**src/rtl/alu_arbiter.sv**
```systemverilog
// Round-robin arbiter sharing one combinational ALU between two requesters,
// with a one-entry registered response buffer tagged by requester id.
module alu_arbiter #(
  parameter int WIDTH     = 32,
  parameter bit PRIO_INIT = 1'b0
) (
  input  logic             clk,
  input  logic             rst_n,
  input  logic             req0_valid,
  output logic             req0_ready,
  input  logic [3:0]       req0_ctrl,
  input  logic [WIDTH-1:0] req0_a,
  input  logic [WIDTH-1:0] req0_b,
  input  logic             req1_valid,
  output logic             req1_ready,
  input  logic [3:0]       req1_ctrl,
  input  logic [WIDTH-1:0] req1_a,
  input  logic [WIDTH-1:0] req1_b,
  output logic [WIDTH-1:0] alu_in1,
  output logic [WIDTH-1:0] alu_in2,
  output logic [3:0]       alu_control,
  input  logic [WIDTH-1:0] alu_out,
  input  logic             alu_zero,
  output logic             rsp_valid,
  input  logic             rsp_ready,
  output logic             rsp_id,
  output logic [WIDTH-1:0] rsp_data,
  output logic             rsp_zero,
  output logic             rsp_err
);

  localparam logic [3:0] CTRL_AND = 4'b0000;
  localparam logic [3:0] CTRL_OR  = 4'b0001;
  localparam logic [3:0] CTRL_ADD = 4'b0010;
  localparam logic [3:0] CTRL_SUB = 4'b0110;
  localparam logic [3:0] CTRL_SLT = 4'b0111;
  localparam logic [3:0] CTRL_NOR = 4'b1100;

  logic prio;
  logic can_accept;
  logic any_valid;
  logic grant;
  logic accept;
  logic ctrl_ok;

  // Readiness is gated by rst_n so no handshake is advertised during reset.
  always_comb begin
    can_accept = rst_n && (!rsp_valid || rsp_ready);
    any_valid  = req0_valid || req1_valid;
    grant      = (req0_valid && req1_valid) ? prio : req1_valid;
    accept     = can_accept && any_valid;
  end

  assign req0_ready = accept && !grant;
  assign req1_ready = accept && grant;

  // Idle the ALU at an add of zeros whenever nothing is being accepted.
  always_comb begin
    alu_in1     = '0;
    alu_in2     = '0;
    alu_control = CTRL_ADD;
    if (accept) begin
      alu_in1     = grant ? req1_a : req0_a;
      alu_in2     = grant ? req1_b : req0_b;
      alu_control = grant ? req1_ctrl : req0_ctrl;
    end
  end

  always_comb begin
    case (alu_control)
      CTRL_AND, CTRL_OR, CTRL_ADD, CTRL_SUB, CTRL_SLT, CTRL_NOR: ctrl_ok = 1'b1;
      default:                                                   ctrl_ok = 1'b0;
    endcase
  end

  always_ff @(posedge clk or negedge rst_n) begin
    if (!rst_n) begin
      rsp_valid <= 1'b0;
      rsp_id    <= 1'b0;
      rsp_data  <= '0;
      rsp_zero  <= 1'b0;
      rsp_err   <= 1'b0;
      prio      <= PRIO_INIT;
    end else if (accept) begin
      rsp_valid <= 1'b1;
      rsp_id    <= grant;
      prio      <= ~grant;
      if (ctrl_ok) begin
        rsp_data <= alu_out;
        rsp_zero <= alu_zero;
        rsp_err  <= 1'b0;
      end else begin
        // Unsupported code: never forward whatever the ALU happens to output.
        rsp_data <= '0;
        rsp_zero <= 1'b1;
        rsp_err  <= 1'b1;
      end
    end else if (rsp_ready) begin
      rsp_valid <= 1'b0;
    end
  end

endmodule

```
**config.mk**
```make
export PLATFORM = sky130hd
export DESIGN_NAME = alu_arbiter
export DESIGN_NICKNAME = d
export VERILOG_FILES = /design/src/rtl/alu_arbiter.sv
export SDC_FILE = /design/constraint.sdc
export NUM_CORES = 1
export LEC_CHECK = 0
export CORE_AREA = 3 3 108 110
export DETAILED_ROUTE_END_ITERATION = 8
export DIE_AREA = 0 0 111 113
export PLACE_DENSITY = 0.67
export SYNTH_ARGS = -nofsm -noshare
export SYNTH_HDL_FRONTEND = slang
export SYNTH_SLANG_ARGS = --single-unit
```
**constraint.sdc**
```tcl
create_clock -name clk -period 2.6 [get_ports clk]
set_input_delay 0.52 -clock clk [delete_from_list [all_inputs] [get_ports clk]]
set_output_delay 0.52 -clock clk [all_outputs]
set_load 0.005 [all_outputs]
```
# [After elaboration in Yosys (flattened, before gate mapping)]
# Index checks and enable logic that the tools add are counted.
[op_classes] n_eq_ne=5 muxes=13 n_bitwise=1 reduce_logical=12
[op_table] op="$mux 32" n=5
[op_table] op="$eq 4x3->1 const B" n=2
[op_table] op="$mux 4" n=2
[op_table] op="$mux 1" n=6
[op_table] op="$reduce_or 6->1" n=1
[op_table] op="$logic_and 1x1->1" n=5
[op_table] op="$eq 4x1->1 const B" n=1
[op_table] op="$eq 4x2->1 const B" n=1
[op_table] op="$eq 4x4->1 const B" n=1
[op_table] op="$logic_not 4->1" n=1
[op_table] op="$logic_not 1->1" n=2
[op_table] op="$logic_or 1x1->1" n=2
[op_table] op="$reduce_bool 2->1" n=1
[op_table] op="$not 1->1" n=1
[word_totals] reg_bits=37 in_bits=174 output_inout_bits=106 wordCells=37

# [Longest topological paths before layout]
# Gate-level depths: netlist (run 1).
[depth] depth_word=9 mapped_depth=8 depth_no_buf=6

# [Least setup slack after synthesis (run 1)]
# Ideal clock, no wire load.
[synth_path] kind="input-to-output" from="input rsp_ready" to="output alu_in1[13]" t_arrival_ps=1719 required_time_ps=2080 path_slack_ps=361 stages=6 n_path_buf=3 cell_sequence="nand2b_2 and4_1 buf_2 clkbuf_1 buf_1 a22o_1"
[synth_via] elab_chain_len=4
[synth_lines] element="from (decl)" line_no="25" text="input logic rsp_ready,"
[synth_lines] element="$logic_or 1x1->1" line_no="48" text="can_accept = rst_n && (!rsp_valid || rsp_ready);"
[synth_lines] element="$logic_and 1x1->1" line_no="48"
[synth_lines] element="$logic_and 1x1->1" line_no="51" text="accept = can_accept && any_valid;"
[synth_lines] element="$mux 32" line_no="62" text="if (accept) begin"
[synth_lines] element="to (decl)" line_no="19" text="output logic [WIDTH-1:0] alu_in1,"
# Every way passes these cells.

# [Worst setup path after layout (run 1)]
[layout_path] from="input req0_valid" to="output alu_in2[21]"
[layout_via] elab_chain_len=4 elab_cells_between_ends=6 classes_between="3 x mux; 3 x reduce/logical"
[layout_lines] element="from (decl)" line_no="9" text="input logic req0_valid,"
[layout_lines] element="$logic_and 1x1->1" line_no="50" text="grant = (req0_valid && req1_valid) ? prio : req1_valid;"
[layout_lines] element="$mux 1" line_no="50"
[layout_lines] element="$mux 32" line_no="64" text="alu_in2 = grant ? req1_b : req0_b;"
[layout_lines] element="$mux 32 (*)" line_no="62"
[layout_lines] element="to (decl)" line_no="20" text="output logic [WIDTH-1:0] alu_in2,"
# Every way passes the cells marked *; elsewhere a longest branch is shown, timed or not.

==> results of run 1 <==
## routing by layer
layer,vias up,global-route usage,wire [um]
met1,1563,0.251,5320
met2,147,0.372,7080
met4,2,0.0394,175
met5,-,0,20
met3,14,0.0481,979
li1,1536,-,-
## metrics by stage
stage | util | cells
after floorplan | - | 259
after global placement | 0.501 | 674
after detailed placement | 0.501 | 674
after CTS | 0.527 | 699
after global routing | 0.529 | 701
final | 0.529 | 701
## flip-flops by register name (all words and copies together), names as in the netlist
register,flops
prio,1
rsp_zero,1
rsp_id,1
rsp_data,32
rsp_valid,1
rsp_err,1
## worst max-delay path: cells and delay by family
| family | cells | cell delay [ns] |
|---|---|---|
| compound gates | 2 | 0.40 |
| simple gates | 1 | 0.22 |
| buf+inv | 5 | 0.89 |
## layout make-up
type | count | area (um2)
Inverter | 4 | 15.0
Timing Repair Buffer | 321 | 3230
Tap cell | 140 | 175
Multi-Input combinational cell | 191 | 1250
Sequential cell | 37 | 927
Clock buffer | 6 | 72.6
Clock inverter | 2 | 38.8
Fill cell | 1017 | 5080
## power by group through the flow
stage	logic, mW	registers (mW)	clock network, mW
2_1_floorplan	0.298	0.731	0
3_3_place_gp	1.04	0.725	0
3_5_place_dp	1.05	0.729	0
4_1_cts	1.07	0.721	0.520
5_1_grt	1.14	0.734	0.545
6_report	1.06	0.722	0.510
## cells in the mapped netlist
cell type | instances | area (um2)
nand2_1 | 69 | 259
a22o_1 | 65 | 569
dfrtp_1 | 37 | 926
a21oi_1 | 22 | 110
clkbuf_1 | 21 | 78.8
a21oi_2 | 10 | 87.6
buf_6 | 4 | 45.0
inv_1 | 4 | 15.0
nor2_1 | 4 | 15.0
nand3_1 | 3 | 15.0
nand2b_1 | 2 | 12.5
o21ai_0 | 2 | 10.0
a21boi_1 | 1 | 7.51
a21o_1 | 1 | 7.51
a221oi_1 | 1 | 8.76
a22o_4 | 1 | 17.5
a22oi_1 | 1 | 7.51
a2bb2oi_2 | 1 | 15.0
and3_1 | 1 | 6.26
and4_1 | 1 | 8.76
buf_1 | 1 | 3.75
buf_2 | 1 | 5.00
mux2i_1 | 1 | 10.0
nand2b_2 | 1 | 8.76
nand3b_1 | 1 | 7.51
nand4_1 | 1 | 6.26
nor2b_1 | 1 | 6.26
xor2_1 | 1 | 8.76
## cells by family after synthesis
kind of cell,after synthesis,synth area share
buf+inv,31,0.0648
simple gates,84,0.152
mux,1,0.00439
xor+xnor,1,0.00384
flops,37,0.406
compound gates,105,0.369
## worst max-delay path by stage
stage | slack [ns] | to | start | depth (start not counted)
final | 0.05 | alu_in2[21] | req0_valid | 8
after CTS | 0.0005 | alu_in2[8] | req0_valid | 6
after floorplan | 0.36 | alu_in1[13] | rsp_ready | 6
after global routing | -0.02 | alu_in1[29] | prio$_DFFE_PN0P_ | 8
after global placement | -0.37 | alu_in1[11] | req0_valid | 6
after detailed placement | -0.36 | alu_in2[29] | req0_valid | 6
## what timing repair did
item | 4_1_cts | 5_1_grt
pin swaps | 4 | 1
setup buffers | 13 | 2
gates resized for setup | 129 | 3
endpoints found under the setup margin | 73 | 16
gates cloned | 4 | 0
==> results by group, run 1 <==
Power and ir drop
  • P_sw: 0.654 mW
  • Leakage: 2.57 nW
  • Flop pwr share: 0.315
  • Comb pwr share: 0.463
  • Switch share: 0.285
  • Final Power: 2.29 mW
  • Power Dens Cells: 402 nW/um2
  • Worst vdd ir: 0.000259 V
  • Clock power share: 0.222
  • Internal power: 1.64 mW

Timing
  • Worst-Margin Slew: about 0.45 ns
  • Min Tclk post-route: 2.55 ns
  • Final setup fails: 0
  • Hold Violations, Final: 0
  • Final hold slack: between 0.04 and 0.05 ns
  • Worst clock skew: about 0.0056 ns
  • Setup TNS: 0 ns
  • Setup ws final: 0.0473 ns
  • Fmax: 392 MHz
  • Final period utilization: 0.982
  • Slew Viols, Final: 0
  • Worst slew margin: 0.698
  • RSZ-0062 raised after global routing: yes

Global route
  • First-pass GRT wire length: 20.3 mm
  • GRT Total Usage: 0.205
  • Vias in the first global route: 3454
  • Largest net degree at the start of global routing: 37
  • Initial antenna violation count: 1
  • Grt ovf: 0

Yosys
  • Post-Syn Nets: 433
  • Register area share after synthesis: 0.406
  • Synthesized area: 2280 um2
  • Post-synthesis cell type count: 28
  • Synth warn: 0
  • Yosys reg bits: 37
  • Mapped Cells: 259
  • Synth Area per Inst: 8.80 um2

Place
  • Final GP Congestion: slightly below 1
  • Setup WS pre-CTS: -0.362 ns
  • Area after DPL: 5410 um2
  • PortBufs: around 280
  • DP Wirelength: 10.6 mm

Setup path
  • Worst-case reg-to-reg path depth: 11
  • Crit Path Max Fanout: 12
  • Critical-path top delay cell: dlygate4sd2_1
  • Required time of the critical path: 2.08 ns
  • Crit. End Element: primary output
  • Worst setup SP type: input pin
  • R2R Path End: rsp_data[13]$_DFFE_PN0P_
  • Flop-to-flop setup slack: 0.30 ns
  • Reg2Reg Launch Point: prio$_DFFE_PN0P_
  • Crit path arrival time: 2.03 ns
  • Crit path kind: in2out
  • Crit-path cells: clkdlybuf4s15_1 -> a21boi_4 -> and3_4 -> buf_4 -> buf_12 -> buf_16 -> a22o_1 -> dlygate4sd2_1
  • CP max stage delay: 0.26 ns

Floorplanning
  • DIE HEIGHT: about 110 um
  • Starting Density: 0.211
  • DIE AREA: 12500 um2
  • Core Region: 10800 um2
  • # IOs: 280
  • Rows: 38
  • Die Width: between 100 and 150 um

Drt
  • DRC: 0
  • 1st-pass router iterations: 4
  • Via count: 3262
  • Via density per instance: 4.65
  • WL/cell: ~19 um
  • DRT iter0 DRCs: about 240
  • Detail Route Antenna Nets: 0
  • Post-Route WL: 13.6 mm

CTS
  • TritonCTS Sinks: 37
  • Clock buffer count from CTS: 5
  • Max Root-Sink Buffers: 2
  • Clock latency on the worst-skew pair: approximately 0.29 ns
  • CTS tree: yes
  • H-tree depth: 2
  • Clk slew on worst S/H paths: 0.08 ns
  • CTS Hold Bufs: 0
  • Root Driver: clkbuf_8

Run
  • Max cap viols: 0

Cells and area
  • Nets: roughly 730
  • Commonest non-fill, non-tap cell in the layout: clkdlybuf4s50_1
  • Proportion of layout cells with a drive suffix above 1: 0.144
  • Most frequent cells in the layout: 209 x clkdlybuf4s50_1, 69 x nand2_1, 65 x a22o_1, 47 x dlygate4sd2_1, 36 x dfrtp_1
  • Final Instance Area: ~5700 um2
  • Layout area overhead: 151%
  • Diodes inserted: 0

Min path
  • Hold Path Class: in2async

Status
  • Status: complete, no violations
Note: power is estimated with default switching activity, not from simulation.
==> run 2: changes to the inputs <==
Settings changed: CORE_AREA 3 3 108 110 to unset, CORE_ASPECT_RATIO set to 1.2, CORE_MARGIN set to 10, CORE_UTILIZATION set to 27, DIE_AREA 0 0 111 113 to unset, PLACE_DENSITY 0.67 to 0.83.
==> results by group, run 2 (synthesis gave the netlist of run 1 again) <==
Timing
  • Setup ws final: 0.0836 ns
  • Fmax: 397 MHz
  • Min Tclk post-route: between 2 and 3 ns
  • Worst-Margin Slew: 0.462 ns
  • Hold Violations, Final: 0
  • Slew Viols, Final: 0
  • Final period utilization: 0.968
  • RSZ-0062 raised after global routing: no
  • Worst slew margin: 0.692
  • Final setup fails: 0
  • Worst clock skew: 0.00810 ns

Cells and area
  • # fillers: 673
  • Nets: 736
  • Non-filler instance count after layout: approximately 680
  • Max reg flops: 32
  • Commonest non-fill, non-tap cell in the layout: clkdlybuf4s50_1
  • Top reg by flops: rsp_data
  • Most frequent cells in the layout: 205 x clkdlybuf4s50_1, 69 x nand2_1, 65 x a22o_1, 37 x dfrtp_1, 34 x buf_2
  • Layout area overhead: 147%
  • Proportion of layout cells with a drive suffix above 1: 0.197

CTS
  • CTS tree: yes
  • Clock latency on the worst-skew pair: around 0.29 ns
  • TritonCTS Sinks: 37
  • Clock buffer count from CTS: 5
  • Max Root-Sink Buffers: 2
  • Clk slew on worst S/H paths: 0.08 ns
  • Root Driver: clkbuf_8
  • H-tree depth: 2

Run
  • Max cap viols: 0

Power and ir drop
  • Worst vdd ir: approximately 0.00050 V
  • Comb pwr share: 0.467
  • Flop pwr share: 0.314
  • Final Power: 2.28 mW
  • Switch share: 0.284
  • P_sw: between 0.6 and 0.7 mW
  • Leakage: ~2.5 nW
  • Internal power: 1.63 mW
  • Clock power share: 0.219
  • Power Dens Cells: 406 nW/um2

Drt
  • Via count: ~3300
  • 1st-pass router iterations: 4
  • DRT iter0 DRCs: 131
  • Post-Route WL: 15.0 mm
  • DRC: 0
  • Via density per instance: 4.86
  • Detail Route Antenna Nets: 0
  • WL/cell: about 22 um

Setup path
  • Crit path kind: in2out
  • Reg2Reg Launch Point: prio$_DFFE_PN0P_
  • Worst setup SP type: input pin
  • Crit. End Element: primary output
  • R2R Path End: rsp_data[13]$_DFFE_PN0P_
  • Crit path arrival time: 2.00 ns
  • Worst-case reg-to-reg path depth: 11
  • Flop-to-flop setup slack: roughly 0.31 ns
  • Crit Path Max Fanout: 15
  • Required time of the critical path: 2.08 ns

Status
  • Status: complete, no violations

Floorplanning
  • Core Region: 8200 um2
  • # IOs: 280
  • Rows: 36
  • DIE AREA: 12500 um2
  • Starting Density: 0.278
  • Die Width: 104 um
  • DIE HEIGHT: 121 um

Place
  • Placed Instances: 645
  • PortBufs: ~280
  • Setup WS pre-CTS: -0.450 ns
  • Final GP Congestion: 0.836
  • DP Wirelength: 12.3 mm

Global route
  • GRT Total Usage: 0.227
  • Grt ovf: 0
  • First-pass GRT wire length: about 23 mm
  • Initial antenna violation count: 3
  • Vias in the first global route: roughly 3600
  • Largest net degree at the start of global routing: 37

Min path
  • Hold Path Class: in2async
[run 2: what timing repair did]
| item | CTS | global route |
|---|---|---|
| hold buffers | 0 | 0 |
| setup buffers | 19 | 0 |
| endpoints found under the setup margin | 70 | 0 |
| resized for setup | 217 | 0 |
[run 2: layout make-up]
| cell class | instances | area, um2 | area share |
|---|---|---|---|
| Sequential cell | 37 | 926 | 0.165 |
| Clock buffer | 6 | 72.6 | 0.0129 |
| Tap cell | 114 | 143 | 0.0254 |
| Multi-Input combinational cell | 191 | 1240 | 0.221 |
| Antenna cell | 2 | 5.00 | 0.000890 |
| Timing Repair Buffer | 323 | 3180 | 0.566 |
| Clock inverter | 2 | 38.8 | 0.00690 |
| Inverter | 4 | 15.0 | 0.00267 |
[run 2: worst max-delay path by stage]
| stage | start | endpoint | cells past startpoint |
|---|---|---|---|
| CTS | req0_valid | alu_in2[21] | 8 |
| global route | req1_valid | alu_in2[21] | 8 |
| floorplan | rsp_ready | alu_in1[13] | 6 |
| global placement | req0_valid | alu_in1[20] | 6 |
| detailed placement | req0_valid | alu_in1[20] | 6 |
| finish | req0_valid | alu_in2[21] | 8 |
[run 2: worst max-delay path: stages]
cell	delay, ns
dlygate4sd2_1	0.26
a21boi_2	0.17
and3_4	0.21
buf_6	0.13
buf_12	0.11
buf_12	0.14
a22o_1	0.24
clkdlybuf4s15_1	0.21
[run 2: power by group through the flow]
stage | Combinational, mW | Clock [mW] | Sequential (mW)
after global routing | 1.15 | 0.542 | 0.729
after floorplan | 0.298 | 0 | 0.731
final | 1.06 | 0.500 | 0.717
after global placement | 1.03 | 0 | 0.723
after CTS | 1.08 | 0.520 | 0.719
after detailed placement | 1.05 | 0 | 0.729
[run 2: per-stage QoR]
stage | util | area, um2 | hold slack, ns | TNS [ns]
after floorplan | - | 2280 | 0.224 | 0
after global routing | 0.686 | 5620 | 0.0203 | 0
final | 0.686 | 5620 | 0.0304 | 0
after CTS | 0.685 | 5620 | 0.0206 | 0
after detailed placement | 0.649 | 5320 | 0.342 | -33.82
after global placement | 0.649 | 5320 | 0.332 | -28.81
[run 2: per-layer routing]
| layer | part of all wire | vias to the layer above | wire [um] | track usage |
|---|---|---|---|---|
| li1 | - | 1552 | - | - |
| met1 | 0.36 | 1558 | 5360 | 0.236 |
| met2 | 0.53 | 166 | 7940 | 0.412 |
| met3 | 0.092 | 24 | 1380 | 0.0914 |
| met4 | 0.023 | 2 | 346 | 0.0671 |
| met5 | 0.00086 | - | 13 | 0 |
